File: src/rtl/img_capture_pkg.sv
// Shared definitions for the image capture front end: FSM encoding,
// error bit positions and frame counter width.
package img_defs;

    localparam logic [1:0] ST_HUNT   = 2'd0;
    localparam logic [1:0] ST_VBLANK = 2'd1;
    localparam logic [1:0] ST_ACTIVE = 2'd2;
    localparam logic [1:0] ST_DONE   = 2'd3;

    localparam int ERR_SHORT_LINE  = 0;
    localparam int ERR_LONG_LINE   = 1;
    localparam int ERR_SHORT_FRAME = 2;
    localparam int ERR_EXTRA_LINE  = 3;

    localparam int FCW = 16;

endpackage

File: src/rtl/img_capture_sync_edge.sv
// One-cycle registered copy of a level input with rise/fall pulses
// derived from the current sample against the previous one.
module sync_edge (
    input  logic clk,
    input  logic reset_1,
    input  logic d,
    output logic rise,
    output logic fall
);

    logic d_q_r;

    // previous-cycle copy of the input
    always_ff @(posedge clk or posedge reset_1) begin
        if (reset_1) begin
            d_q_r <= 1'b0;
        end else begin
            d_q_r <= d;
        end
    end

    assign rise = d & ~d_q_r;
    assign fall = ~d & d_q_r;

endmodule

File: src/rtl/img_capture.sv
// Frame-aligning capture of the raw video stream: coordinates, frame
// markers, binarization against a per-frame threshold and geometry checks.
module img_capture
    import img_defs::*;
#(
    parameter int iw = 640,
    parameter int ih = 512,
    parameter int dw = 8,
    parameter int xw = $clog2(iw),
    parameter int yw = $clog2(ih)
) (
    input  logic            clk,
    input  logic            reset_1,
    input  logic [dw-1:0]   dvd,
    input  logic            dvalid,
    input  logic            vsync,
    input  logic [dw-1:0]   thr,
    output logic [dw-1:0]   pix_data,
    output logic            pix_bin,
    output logic            pix_valid,
    output logic [xw-1:0]   pix_x,
    output logic [yw-1:0]   pix_y,
    output logic            sof,
    output logic            eol,
    output logic            eof,
    output logic [FCW-1:0]  frame_cnt,
    output logic [3:0]      err
);

    localparam logic [xw:0] run_lim   = iw[xw:0];
    localparam logic [xw:0] x_last    = run_lim - {{xw{1'b0}}, 1'b1};
    localparam logic [xw:0] run_max   = {(xw+1){1'b1}};
    localparam logic [yw:0] line_lim  = ih[yw:0];
    localparam logic [yw:0] line_last = line_lim - {{yw{1'b0}}, 1'b1};
    localparam logic [yw:0] line_max  = {(yw+1){1'b1}};

    logic dv_rise_s, dv_fall_s, vs_rise_s, vs_fall_s;

    sync_edge u_dv_edge (
        .clk     (clk),
        .reset_1 (reset_1),
        .d       (dvalid),
        .rise    (dv_rise_s),
        .fall    (dv_fall_s)
    );

    sync_edge u_vs_edge (
        .clk     (clk),
        .reset_1 (reset_1),
        .d       (vsync),
        .rise    (vs_rise_s),
        .fall    (vs_fall_s)
    );

    logic [1:0]     state_r, state_s;
    logic [xw:0]    run_r, run_s, idx_s;
    logic [yw:0]    line_r, line_s;
    logic [dw-1:0]  thr_q_r, thr_q_s;
    logic [3:0]     err_s;
    logic [FCW-1:0] fcnt_s;
    logic           valid_s, bin_s, sof_s, eol_s, eof_s;
    logic [dw-1:0]  data_s;
    logic [xw-1:0]  x_s;
    logic [yw-1:0]  y_s;

    // frame FSM, run/line counting, error flags and next output word
    always_comb begin
        state_s = state_r;
        run_s   = run_r;
        line_s  = line_r;
        thr_q_s = thr_q_r;
        err_s   = err;
        fcnt_s  = frame_cnt;
        valid_s = 1'b0;
        data_s  = {dw{1'b0}};
        bin_s   = 1'b0;
        x_s     = {xw{1'b0}};
        y_s     = {yw{1'b0}};
        sof_s   = 1'b0;
        eol_s   = 1'b0;
        eof_s   = 1'b0;
        // a fresh run always starts at column 0, whatever the counter holds
        if (dv_rise_s) begin
            idx_s = {(xw+1){1'b0}};
        end else begin
            idx_s = run_r;
        end

        case (state_r)
            ST_HUNT: begin
                if (vsync) begin
                    state_s = ST_VBLANK;
                end else begin
                    state_s = ST_HUNT;
                end
            end
            ST_VBLANK: begin
                if (vs_fall_s) begin
                    thr_q_s = thr;
                    err_s   = 4'b0000;
                    line_s  = {(yw+1){1'b0}};
                    run_s   = {(xw+1){1'b0}};
                    state_s = ST_ACTIVE;
                end else begin
                    state_s = ST_VBLANK;
                end
            end
            ST_ACTIVE: begin
                if (vs_rise_s) begin
                    err_s[ERR_SHORT_FRAME] = 1'b1;
                    run_s   = {(xw+1){1'b0}};
                    state_s = ST_VBLANK;
                end else if (vsync) begin
                    state_s = ST_ACTIVE;
                end else if (dvalid) begin
                    if (idx_s != run_max) begin
                        run_s = idx_s + {{xw{1'b0}}, 1'b1};
                    end else begin
                        run_s = idx_s;
                    end
                    if (line_r >= line_lim) begin
                        err_s[ERR_EXTRA_LINE] = 1'b1;
                    end else if (idx_s >= run_lim) begin
                        err_s[ERR_LONG_LINE] = 1'b1;
                    end else begin
                        valid_s = 1'b1;
                        data_s  = dvd;
                        bin_s   = (dvd >= thr_q_r);
                        x_s     = idx_s[xw-1:0];
                        y_s     = line_r[yw-1:0];
                        sof_s   = (idx_s == {(xw+1){1'b0}}) && (line_r == {(yw+1){1'b0}});
                        eol_s   = (idx_s == x_last);
                        if ((idx_s == x_last) && (line_r == line_last)) begin
                            eof_s   = 1'b1;
                            fcnt_s  = frame_cnt + 16'd1;
                            state_s = ST_DONE;
                        end else begin
                            state_s = ST_ACTIVE;
                        end
                    end
                end else if (dv_fall_s && (run_r != {(xw+1){1'b0}})) begin
                    if (run_r < run_lim) begin
                        err_s[ERR_SHORT_LINE] = 1'b1;
                    end else begin
                        err_s[ERR_SHORT_LINE] = err[ERR_SHORT_LINE];
                    end
                    if (line_r != line_max) begin
                        line_s = line_r + {{yw{1'b0}}, 1'b1};
                    end else begin
                        line_s = line_r;
                    end
                    run_s = {(xw+1){1'b0}};
                end else begin
                    state_s = ST_ACTIVE;
                end
            end
            ST_DONE: begin
                if (vs_rise_s) begin
                    state_s = ST_VBLANK;
                end else if (dvalid) begin
                    err_s[ERR_EXTRA_LINE] = 1'b1;
                end else begin
                    state_s = ST_DONE;
                end
            end
            default: begin
                state_s = ST_HUNT;
            end
        endcase
    end

    // state, counters and the single output register stage
    always_ff @(posedge clk or posedge reset_1) begin
        if (reset_1) begin
            state_r   <= ST_HUNT;
            run_r     <= {(xw+1){1'b0}};
            line_r    <= {(yw+1){1'b0}};
            thr_q_r   <= {dw{1'b0}};
            err       <= 4'b0000;
            frame_cnt <= {FCW{1'b0}};
            pix_valid <= 1'b0;
            pix_data  <= {dw{1'b0}};
            pix_bin   <= 1'b0;
            pix_x     <= {xw{1'b0}};
            pix_y     <= {yw{1'b0}};
            sof       <= 1'b0;
            eol       <= 1'b0;
            eof       <= 1'b0;
        end else begin
            state_r   <= state_s;
            run_r     <= run_s;
            line_r    <= line_s;
            thr_q_r   <= thr_q_s;
            err       <= err_s;
            frame_cnt <= fcnt_s;
            pix_valid <= valid_s;
            pix_data  <= data_s;
            pix_bin   <= bin_s;
            pix_x     <= x_s;
            pix_y     <= y_s;
            sof       <= sof_s;
            eol       <= eol_s;
            eof       <= eof_s;
        end
    end

endmodule

File: config.mk
export PLATFORM = sky130hd
export DESIGN_NAME = img_capture
export DESIGN_NICKNAME = d
export VERILOG_FILES = /design/src/rtl/img_capture_pkg.sv /design/src/rtl/img_capture_sync_edge.sv /design/src/rtl/img_capture.sv
export SDC_FILE = /design/constraint.sdc
export NUM_CORES = 1
export LEC_CHECK = 0
export CAP_MARGIN = 20
export CORE_MARGIN = 10
export CORE_UTILIZATION = 53
export CTS_CLUSTER_SIZE = 12
export DETAILED_ROUTE_END_ITERATION = 16
export PLACE_DENSITY = 0.8
export SLEW_MARGIN = 40
export SYNTH_ARGS = -nofsm -noshare
export SYNTH_HDL_FRONTEND = slang
export SYNTH_HIERARCHICAL = 1
export SYNTH_SLANG_ARGS = --single-unit
File: constraint.sdc
create_clock -name clk -period 2.8 [get_ports clk]
set_clock_uncertainty 0.2 [all_clocks]
set_input_delay 0.28 -clock clk [delete_from_list [all_inputs] [get_ports clk]]
set_output_delay 0.28 -clock clk [all_outputs]
set_load 0.05 [all_outputs]
# Word level (Yosys, flattened, before mapping)
# Index checks and enable logic that the tools add are counted.
[word_totals]
register_bits = 85
input_bits = 20
output_inout_bits = 52
wordCells = 176
[op_classes]
add_sub_neg = 3
order_cmp = 4
n_eq_ne = 27
muxes = 94
n_bitwise = 11
n_reduce_logical = 18
[op_table]
columns = ["cell", "count"]
rows = [
  ["$mux W10", 12],
  ["$mux W11", 7],
  ["$mux W9", 6],
  ["$mux W8", 6],
  ["$mux W1", 46],
  ["$reduce_and A7 Y1", 4],
  ["$ne A2 B2 Y1 const B", 12],
  ["$mux W2", 11],
  ["$pmux W11 S2", 1],
  ["$pmux W10 S2", 1],
  ["$add A16 B1 Y16 const B", 1],
  ["$ne A5 B4 Y1 const B", 3],
  ["$add A11 B1 Y11 const B", 1],
  ["$eq A11 B10 Y1 const B", 1],
  ["$ge A11 B10 Y1 const B", 1],
  ["$logic_not A11 Y1", 1],
  ["$lt A11 B10 Y1 const B", 1],
  ["$ne A11 B11 Y1 const B", 1],
  ["$reduce_bool A11 Y1", 1],
  ["$add A10 B1 Y10 const B", 1],
  ["$eq A10 B9 Y1 const B", 1],
  ["$ge A10 B10 Y1 const B", 1],
  ["$logic_not A10 Y1", 1],
  ["$ne A10 B10 Y1 const B", 1],
  ["other kinds (20)", 35],
]

# Longest topological paths before layout
[logic_depth]
depth_word = 12
mapped_depth = 12
ltp_nobuf = 10

# Cells and area by module
# The synthesis kept the hierarchy.
[modules_own_cells]
columns = ["mod", "n_inst", "cells_per_inst", "area_per_inst_um2", "seq_area_each_um2"]
rows = [
  ["img_capture", 1, 394, 4057.6, 2077.0],
  ["sync_edge", 2, 4, 43.8, 25.0],
]

# Least setup slack after synthesis
# OpenSTA, ideal clock, no wires.
[synth_path]
path_kind = "input to register"
start = "input dvalid"
end = "register frame_cnt[1]"
setup_ns = 0.128
arrival_ns = 2.258
required_ns = 2.472
slack_ns = 0.214
path_stages = 11
path_buffers = 1
path_cell_list = "nor2b_1 -> clkbuf_1 -> inv_1 -> nand2_1 -> inv_1 -> ha_1 -> nand3b_1 -> nor4_1 -> nand4_1 -> nor2_2 -> mux2_1"
[synth_between]
elab_chain_cells = 5
word_cells_on_any_way = 7
cone_classes = "order compare: 1; eq/ne: 1; mux: 1; bitwise: 2; reduce/logical: 2"
[synth_lines]
columns = ["element", "line", "text"]
rows = [
  ["start, declared", "img_capture.sv:15", "input logic dvalid,"],
  ["$and A1 B1 Y1", "img_capture_sync_edge.sv:22", "assign rise = d & ~d_q_r;"],
  ["$mux W11", "img_capture.sv:83", "if (dv_rise_s) begin"],
  ["$ge A11 B10 Y1 / $eq A11 B10 Y1 (equally long branches)", "img_capture.sv:123, img_capture.sv:133", ""],
  ["$not A1 Y1 (no source line) / $logic_and A1 B1 Y1 (equally long branches)", "n/a", ""],
  ["$reduce_and A7 Y1 (no source line) (*)", "n/a", ""],
  ["end signal, assigned", "img_capture.sv:180", "frame_cnt <= {FCW{1'b0}};"],
  ["end signal, assigned", "img_capture.sv:195", "frame_cnt <= fcnt_s;"],
  ["end, declared", "img_capture.sv:26", "output logic [FCW-1:0] frame_cnt,"],
]
# Every way passes the cells marked *; elsewhere a longest branch is shown, timed or not.
# A chain may end at the register's enable or synchronous reset.

# Worst setup path after layout
[layout_path]
start = "input dvalid"
end = "register frame_cnt[1]"
[layout_between]
elab_chain_cells = 5
word_cells_on_any_way = 7
cone_classes = "order compare: 1; eq/ne: 1; mux: 1; bitwise: 2; reduce/logical: 2"
[layout_lines]
columns = ["element", "line", "text"]
rows = [
  ["$and A1 B1 Y1 (*)", "img_capture_sync_edge.sv:22", ""],
  ["net dv_rise_s", "img_capture.sv:37", "logic dv_rise_s, dv_fall_s, vs_rise_s, vs_fall_s;"],
  ["$mux W11 (*)", "img_capture.sv:83", ""],
  ["$ge A11 B10 Y1 / $eq A11 B10 Y1 (equally long branches)", "img_capture.sv:123, img_capture.sv:133", ""],
  ["$not A1 Y1 (no source line) / $logic_and A1 B1 Y1 (equally long branches)", "n/a", ""],
  ["$reduce_and A7 Y1 (no source line) (*)", "n/a", ""],
]
# The timed path passes the listed nets; every way through them passes the cells marked *.

==> run_summary.xml <==
<?xml version="1.0" encoding="UTF-8"?>
<metrics>
  <group name="routing">
    <metric name="avgRoutedWirePerCell" unit="um">16.52</metric>
    <metric name="drc" unit="">0</metric>
    <metric name="antenna_left" unit="">0</metric>
    <metric name="drt_first_pass_iters" unit="">4</metric>
    <metric name="detail_route.wirelength" unit="mm">9.959</metric>
    <metric name="detailroute.via_count" unit="">3303</metric>
    <metric name="detailedRoute.firstIterationViolations" unit="">209</metric>
    <metric name="vias_per_cell" unit="">5.478</metric>
  </group>
  <group name="power_and_ir_drop">
    <metric name="power-per-cell-area" unit="nW/um2">558.1</metric>
    <metric name="peakVddDrop" unit="uV">439.2</metric>
    <metric name="pwr-share-clk" unit="">0.289</metric>
    <metric name="fin_total_pwr" unit="W">0.002984</metric>
    <metric name="power.net_switching" unit="W">0.0009295</metric>
    <metric name="switching_fraction_of_total_power" unit="">0.3115</metric>
    <metric name="power.share.sequential" unit="">0.473</metric>
    <metric name="leakage" unit="nW">2.411</metric>
    <metric name="internal_power" unit="W">0.002054</metric>
    <metric name="pwr-share-comb" unit="">0.238</metric>
  </group>
  <group name="critical_path">
    <metric name="critical_path.most_common_cell" unit="">sky130_fd_sc_hd__inv_1</metric>
    <metric name="worst-path-buf-inv" unit="">4</metric>
    <metric name="crit_family" unit="">simple AND/OR/NAND/NOR gates</metric>
    <metric name="critPathLaunch" unit="">dvalid</metric>
    <metric name="critPathMaxStageDelay" unit="ps">410</metric>
    <metric name="startpoint_type" unit="">input port</metric>
    <metric name="cp_data_arrival_time" unit="ps">2530</metric>
    <metric name="worstReg2RegStart" unit="">u_dv_edge/d_q_r$_DFF_PP0_</metric>
    <metric name="cp_data_required_time" unit="ps">2840</metric>
    <metric name="worst_setup_path_type" unit="">input port to flop</metric>
    <metric name="crit-reg2reg-capture" unit="">run_r[5]$_DFFE_PP0P_</metric>
    <metric name="r2r_cells" unit="">11</metric>
    <metric name="path_cells" unit="">clkdlybuf4s50_1, nor2b_1, inv_1, nand2_1, inv_1, ha_1, nand3b_1, nor4_1, buf_4, nand4_1, nor2_2, mux2_1</metric>
    <metric name="cp-end-kind" unit="">flop</metric>
    <metric name="worst-r2r-setup-slack" unit="ps">380</metric>
    <metric name="crit_fanout" unit="">4</metric>
    <metric name="cpMaxStageDelayCell" unit="">sky130_fd_sc_hd__clkdlybuf4s50_1</metric>
  </group>
  <group name="global_routing">
    <metric name="number_of_antenna_violations_at_the_first_check_in_global_routing" unit="">0</metric>
    <metric name="grt_util_overall" unit="">0.1764</metric>
    <metric name="largest_net_degree_at_the_start_of_global_routing" unit="">53</metric>
    <metric name="first_pass_grt_wire_length" unit="mm">16.82</metric>
    <metric name="grt_pass1_vias" unit="">3378</metric>
    <metric name="aggregate_global_routing_overflow" unit="">0</metric>
  </group>
  <group name="timing">
    <metric name="achievable-frequency" unit="GHz">0.4006</metric>
    <metric name="tightestPinTransition" unit="ps">582.4</metric>
    <metric name="hold_violations" unit="">0</metric>
    <metric name="setup_total_negative_slack" unit="ps">0</metric>
    <metric name="fin_crit_sh" unit="">0.8914</metric>
    <metric name="final-setup-viol-count" unit="">0</metric>
    <metric name="rsz0062_at_grt" unit="">false</metric>
    <metric name="slew_headroom" unit="">0.6113</metric>
    <metric name="finalWorstPathRequiredPeriod" unit="ps">2496</metric>
    <metric name="final-max-slew-violation-count" unit="">0</metric>
  </group>
  <group name="yosys">
    <metric name="number_of_instances_in_the_synthesized_netlist" unit="">402</metric>
    <metric name="netlist-cell-type-count" unit="">56</metric>
    <metric name="netlist_top_cells_area" unit="">sky130_fd_sc_hd__dfrtp_1, sky130_fd_sc_hd__ha_1, sky130_fd_sc_hd__nand2_1</metric>
    <metric name="synth_edf_count" unit="">0</metric>
    <metric name="syn_nets" unit="">435</metric>
    <metric name="yosys.area.top_type" unit="">sky130_fd_sc_hd__dfrtp_1</metric>
    <metric name="mappedNetlistArea" unit="um2">4145</metric>
    <metric name="post-synth-top-count-cell" unit="">sky130_fd_sc_hd__dfrtp_1</metric>
    <metric name="ys.warnings.count" unit="">6</metric>
    <metric name="post-synth-top-area-fraction" unit="">0.5131</metric>
    <metric name="ys_ff_latch" unit="">85</metric>
    <metric name="synth.cells.most_frequent" unit="">sky130_fd_sc_hd__dfrtp_1, sky130_fd_sc_hd__nand2_1, sky130_fd_sc_hd__inv_1, sky130_fd_sc_hd__nor2_1</metric>
    <metric name="ys_async_sr_fraction" unit="">1.000</metric>
    <metric name="post_synth.cell_area_avg" unit="um2">10.31</metric>
    <metric name="synth_ff_type" unit="">sky130_fd_sc_hd__dfrtp_1</metric>
    <metric name="ys_seq_area_frac" unit="">0.5131</metric>
  </group>
  <group name="cts">
    <metric name="tritoncts.num_buffers" unit="">9</metric>
    <metric name="cts-root-buf" unit="">sky130_fd_sc_hd__clkbuf_8</metric>
    <metric name="clk_latency" unit="ps">350</metric>
    <metric name="ctsHtreeMaxLevel" unit="">3</metric>
    <metric name="tritoncts" unit="">yes</metric>
    <metric name="cts.sink_count" unit="">85</metric>
    <metric name="cts-resized-gates" unit="">0</metric>
    <metric name="worst_setup_hold_path_clk_slew" unit="ps">80</metric>
    <metric name="clock_tree.buffer_depth" unit="">2</metric>
    <metric name="post-cts-setup-buffers" unit="">0</metric>
  </group>
  <group name="run_status">
    <metric name="outcome" unit="">complete, no violations</metric>
  </group>
  <group name="cells_and_area">
    <metric name="drive_gt1_frac" unit="">0.1317</metric>
    <metric name="insertedDiodeCount" unit="">0</metric>
    <metric name="filler_cell_count" unit="">603</metric>
    <metric name="utilization" unit="">0.6991</metric>
    <metric name="post-route-cell-area" unit="um2">5346</metric>
    <metric name="nNetsFinal" unit="">529</metric>
    <metric name="multi_input_area" unit="um2">1824</metric>
    <metric name="area_delta_synth_final" unit="%">28.98</metric>
    <metric name="final-seq-area" unit="um2">2127</metric>
  </group>
  <group name="placement">
    <metric name="place.detailed.hpwl" unit="mm">7.336</metric>
    <metric name="place_congestion" unit="">0.8951</metric>
    <metric name="number_of_buffer_cells_added_on_primary_ports" unit="">71</metric>
    <metric name="dpl_cell_area" unit="um2">5144</metric>
  </group>
  <group name="die">
    <metric name="die_width" unit="um">108.4</metric>
    <metric name="core_area" unit="um2">7647</metric>
    <metric name="rows" unit="">32</metric>
    <metric name="start_util" unit="">0.5420</metric>
    <metric name="floorplan.die.height" unit="um">108.4</metric>
    <metric name="floorplan.io_pins" unit="">72</metric>
    <metric name="dieArea" unit="um2">11760</metric>
  </group>
  <group name="worst_hold_path">
    <metric name="hold_end" unit="">thr_q_r[0]$_DFFE_PP0P_</metric>
    <metric name="hp-class" unit="">input port to flop</metric>
    <metric name="hold_path.startpoint" unit="">thr[0]</metric>
    <metric name="whs_path_depth" unit="">3</metric>
  </group>
  <group name="run">
    <metric name="drv.max_cap_violation_count" unit="">0</metric>
  </group>
</metrics>
==> tightest hold or removal path, stage by stage <==
cell                              delay (ps)
sky130_fd_sc_hd__clkdlybuf4s50_1         410
sky130_fd_sc_hd__nand2_1                  60
sky130_fd_sc_hd__nand2_1                  40
==> cell type report <==
cell class | count | area share
Tap cell | 102 | 0.02387
Clock buffer | 12 | 0.02715
Multi-Input combinational cell | 272 | 0.3412
Sequential cell | 85 | 0.3978
Timing Repair Buffer | 100 | 0.1811
Clock inverter | 4 | 0.008893
Inverter | 28 | 0.01989
==> logic make-up (layout without fill, tap and decap cells) <==
group | after synthesis | in the layout | share of synthesized area
adders and majority gates | 13 | 13 | 0.03924
xor gates and xnor gates | 16 | 16 | 0.03381
and+or+nand+nor | 161 | 161 | 0.2297
muxes | 2 | 2 | 0.005131
AOI/OAI and AO/OA | 80 | 80 | 0.1313
buffers and inverters | 45 | 144 | 0.04769
DFF | 85 | 85 | 0.5131
==> cells in the final DEF, fill, tap and decap left out, types with 8 or more instances in the layout <==
cell type,Yosys,final
sky130_fd_sc_hd__a21oi_1,16,16
sky130_fd_sc_hd__buf_4,2,25
sky130_fd_sc_hd__inv_1,28,27
sky130_fd_sc_hd__clkdlybuf4s50_1,0,71
sky130_fd_sc_hd__nand2_1,35,35
sky130_fd_sc_hd__o21ai_0,17,17
sky130_fd_sc_hd__xor2_1,13,13
sky130_fd_sc_hd__nor2_1,25,25
sky130_fd_sc_hd__nand3_1,12,12
sky130_fd_sc_hd__dfrtp_1,85,85
sky130_fd_sc_hd__ha_1,13,13
sky130_fd_sc_hd__and2_1,17,17
sky130_fd_sc_hd__nor3_2,11,11
sky130_fd_sc_hd__nand4_1,10,10
sky130_fd_sc_hd__o21ai_1,9,8
sky130_fd_sc_hd__nor3_1,8,8
sky130_fd_sc_hd__clkbuf_8,0,10
==> metrics by stage <==
stage	instances	setup slack (ps)	hold WS, ps
after floorplan	402	183.2	-191.3
after global placement	586	68.09	276.1
after detailed placement	586	-53.07	278.7
after CTS	603	317.2	256.6
after global routing	603	72.62	271.3
final	603	304.0	267.7
==> registers in the layout (all words and copies together) (netlist names) <==
name             count
line_r              10
pix_data             8
pix_x               10
eof                  1
run_r               11
pix_y                9
u_vs_edge/d_q_r      1
sof                  1
pix_valid            1
pix_bin              1
eol                  1
thr_q_r              8
state_r              2
u_dv_edge/d_q_r      1
err                  4
frame_cnt           16
==> routing by layer <==
metal,wire length [um],global-route usage,vias to the layer above
met5,0,0,-
met4,129,0.05838,0
met3,599,0.03748,12
met2,5101,0.2953,85
met1,4129,0.2221,1605
li1,-,-,1601
==> power by group through the flow <==
stage / clock network (W) / registers (W) / logic [W]
2_1_floorplan: 0 / 0.00149 / 0.000410
3_3_place_gp: 0 / 0.00143 / 0.000688
3_5_place_dp: 0 / 0.00144 / 0.000708
4_1_cts: 0.000881 / 0.00141 / 0.000717
5_1_grt: 0.000933 / 0.00142 / 0.000795
6_report: 0.000862 / 0.00141 / 0.000710
==> timing repair <==
item,CTS,global route
hold endpoints to repair,2,0
hold buffers,1,0
endpoints found under the setup margin,0,0
==> worst max-delay path by stage <==
stage	endpoint	slack, ps	depth (start not counted)
4_1_cts	frame_cnt[1]$_DFFE_PP0P_	320	12
3_5_place_dp	frame_cnt[1]$_DFFE_PP0P_	-50	12
6_report	frame_cnt[1]$_DFFE_PP0P_	300	12
2_1_floorplan	eof$_DFF_PP0_	180	1
5_1_grt	frame_cnt[1]$_DFFE_PP0P_	70	12
3_3_place_gp	frame_cnt[1]$_DFFE_PP0P_	70	12
No activity file was read; power rests on OpenSTA's default activity.
==> RTL change (config.mk and constraints unchanged) <==
The parameter `ih` goes from 512 to 2048.
--- a/src/rtl/img_capture.sv
+++ b/src/rtl/img_capture.sv
@@ -6,3 +6,3 @@
     parameter int iw = 640,
-    parameter int ih = 512,
+    parameter int ih = 2048,
     parameter int dw = 8,
Ports: changed (resized pix_y); port bits go from 72 to 74. The function was not compared with the original's and may differ.
==> RTL change against the original RTL <==
Sequential power grew 4%; final cell count increased by 3.3%; setup slack worse by 130 ps; area after synthesis is 3.2% higher; die area up 2.6%; routed wire length rose by 7.3%; final area increased by 3.2%; fmax fell by 4.8%; total power increased by 3.9%; register-to-register slack got worse by 200 ps; sequential cell count increased by 4; utilization is 0.75 points higher; highest routed layer unchanged.
==> RTL change: results (changes against the original RTL) <==
Critical path
  • Worst Setup EP: line_r[5]$_DFFE_PP0P_
  • Slowest stage delay, CP: 600 ps (+190 ps)
  • R2R cell count: 7 (-4)
  • Critical path peak fanout: 19 (+15)
  • Crit path DAT: 2710 ps (+180 ps)
  • Worst Setup SP: line_r[0]$_DFFE_PP0P_
  • Slowest-stage cell, CP: a21oi_2
  • R2R Setup Slk: 180 ps (-200 ps)
  • Reg2reg start: line_r[0]$_DFFE_PP0P_
  • Delay-heaviest family, CP: compound AO/OA/AOI/OAI gates

Finish
  • Top flop regs: frame_cnt: 16 flops, line_r: 12 flops
  • CLK BUF: 10 (-2)
  • Register share of the cell area: 0.404 (+0.00587)
  • Clock network area share: 0.0354 (-0.000658)
  • Buffering overhead: 0.185 (+0.00394)
  • Multi-input combinational area share: 0.333 (-0.00780)
  • Comb_multi_in: 280 (+2.9%)
  • Share of layout cells above drive strength 1: 0.146 (+0.0141)
  • Fillers: 584 (-3.2%)
  • Non-clk bufs: 108 (+8.0%)
  • Layout Nets: 549 (+3.8%)
  • Register area: 2230 um2 (+4.7%)

GRT
  • Number of global-route vias before repair: 3500 (+3.6%)
  • GRT Util Overall: 0.182 (+0.00516)
  • First-pass GRT wire length: 17.4 mm (+3.7%)
  • Met2 Use GR: 0.298 (+0.00322)
  • Grt met3 use: 0.0310 (-0.00647)
  • Largest net degree at the start of global routing: 34 (-36%)

Yosys
  • Mux contribution to synthesized area: 0.00263 (-0.00250)
  • Fraction of synthesized cell area in xor and xnor cells: 0.0307 (-0.00310)
  • Most frequent cells after synthesis: 89 x dfrtp_1, 30 x nand2_1, 28 x inv_1, 26 x o21ai_0, 22 x and3_1
  • Synth cell types: 55 (-1.8%)
  • Post-synthesis adder-cell area fraction: 0.0380 (-0.00123)
  • Post-synthesis compound-gate area fraction: 0.119 (-0.0120)
  • Seq/Total Area, Yosys: 0.520 (+0.00734)
  • Ys flop type: dfrtp_1
  • Mapped Nets: 450 (+3.4%)
  • Cell count after synthesis: 417 (+3.7%)
  • Synth area leaders: dfrtp_1 52%, ha_1 3.8%, and3_1 3.2%
  • #FFs+latches synth: 89 (+4.7%)

Outcome
  • Status: complete, no violations

Placed design
  • Setup WS pre-CTS: -19.3 ps (+33.7 ps)
  • DPL Wire Length: 7.91 mm (+7.9%)
  • Area after DPL: 5310 um2 (+3.3%)
  • Port Buffer Count: 73 (+2.8%)
  • Final GP Congestion: 0.863 (-3.6%)

Detailed routing
  • Drt total wl: 10.7 mm (+7.3%)
  • Starting DRC count in detailed routing: 340 (+63%)
  • Routed len/inst: 17.1 um (+3.8%)
  • Vias: 3588 (+8.6%)

STA
  • Setup TNS: 0 ps (unchanged)
  • Rel. slew slack: 0.501 (-0.110)
  • Hold slack: 265 ps (-2.56 ps)
  • Min Clock Period, post-route: 2620 ps (+126 ps)

Power and ir drop
  • Max VDD drop: 0.588 mV (+34%)
  • Psw: 0.000995 W (+7.0%)
  • Leak pwr: 2.57 nW (+6.8%)

Hold path
  • Hold path startpoint: thr[3]
  • Worst Hold End: thr_q_r[3]$_DFFE_PP0P_
RTL change: worst register-to-register path, cell delays in order, from the launching register on:
cell     delay (ps)
dfrtp_1         410
ha_1            200
nand3_1         130
or4_1           550
a21oi_2         600
buf_4           240
o31ai_1          70
a21oi_1         150
RTL change: timing repair:
action,in CTS,in global routing
endpoints found under the hold margin,2,0
gates resized for setup,0,0
hold buffers,1,0
RTL change: layer usage:
| metal | vias up | wire length, um | part of all wire |
|---|---|---|---|
| met5 | - | 0 | 0 |
| met4 | 0 | 153 | 0.014 |
| met3 | 12 | 727 | 0.068 |
| met2 | 123 | 5190 | 0.49 |
| met1 | 1762 | 4610 | 0.43 |
| li1 | 1691 | - | - |
RTL change: power groups by stage:
stage          clock network, W  logic [W]  registers, W
6_report               0.000886   0.000746       0.00147
5_1_grt                0.000958   0.000833       0.00149
4_1_cts                0.000898   0.000753       0.00147
3_5_place_dp                  0   0.000745       0.00149
3_3_place_gp                  0   0.000714       0.00149
2_1_floorplan                 0   0.000397       0.00157
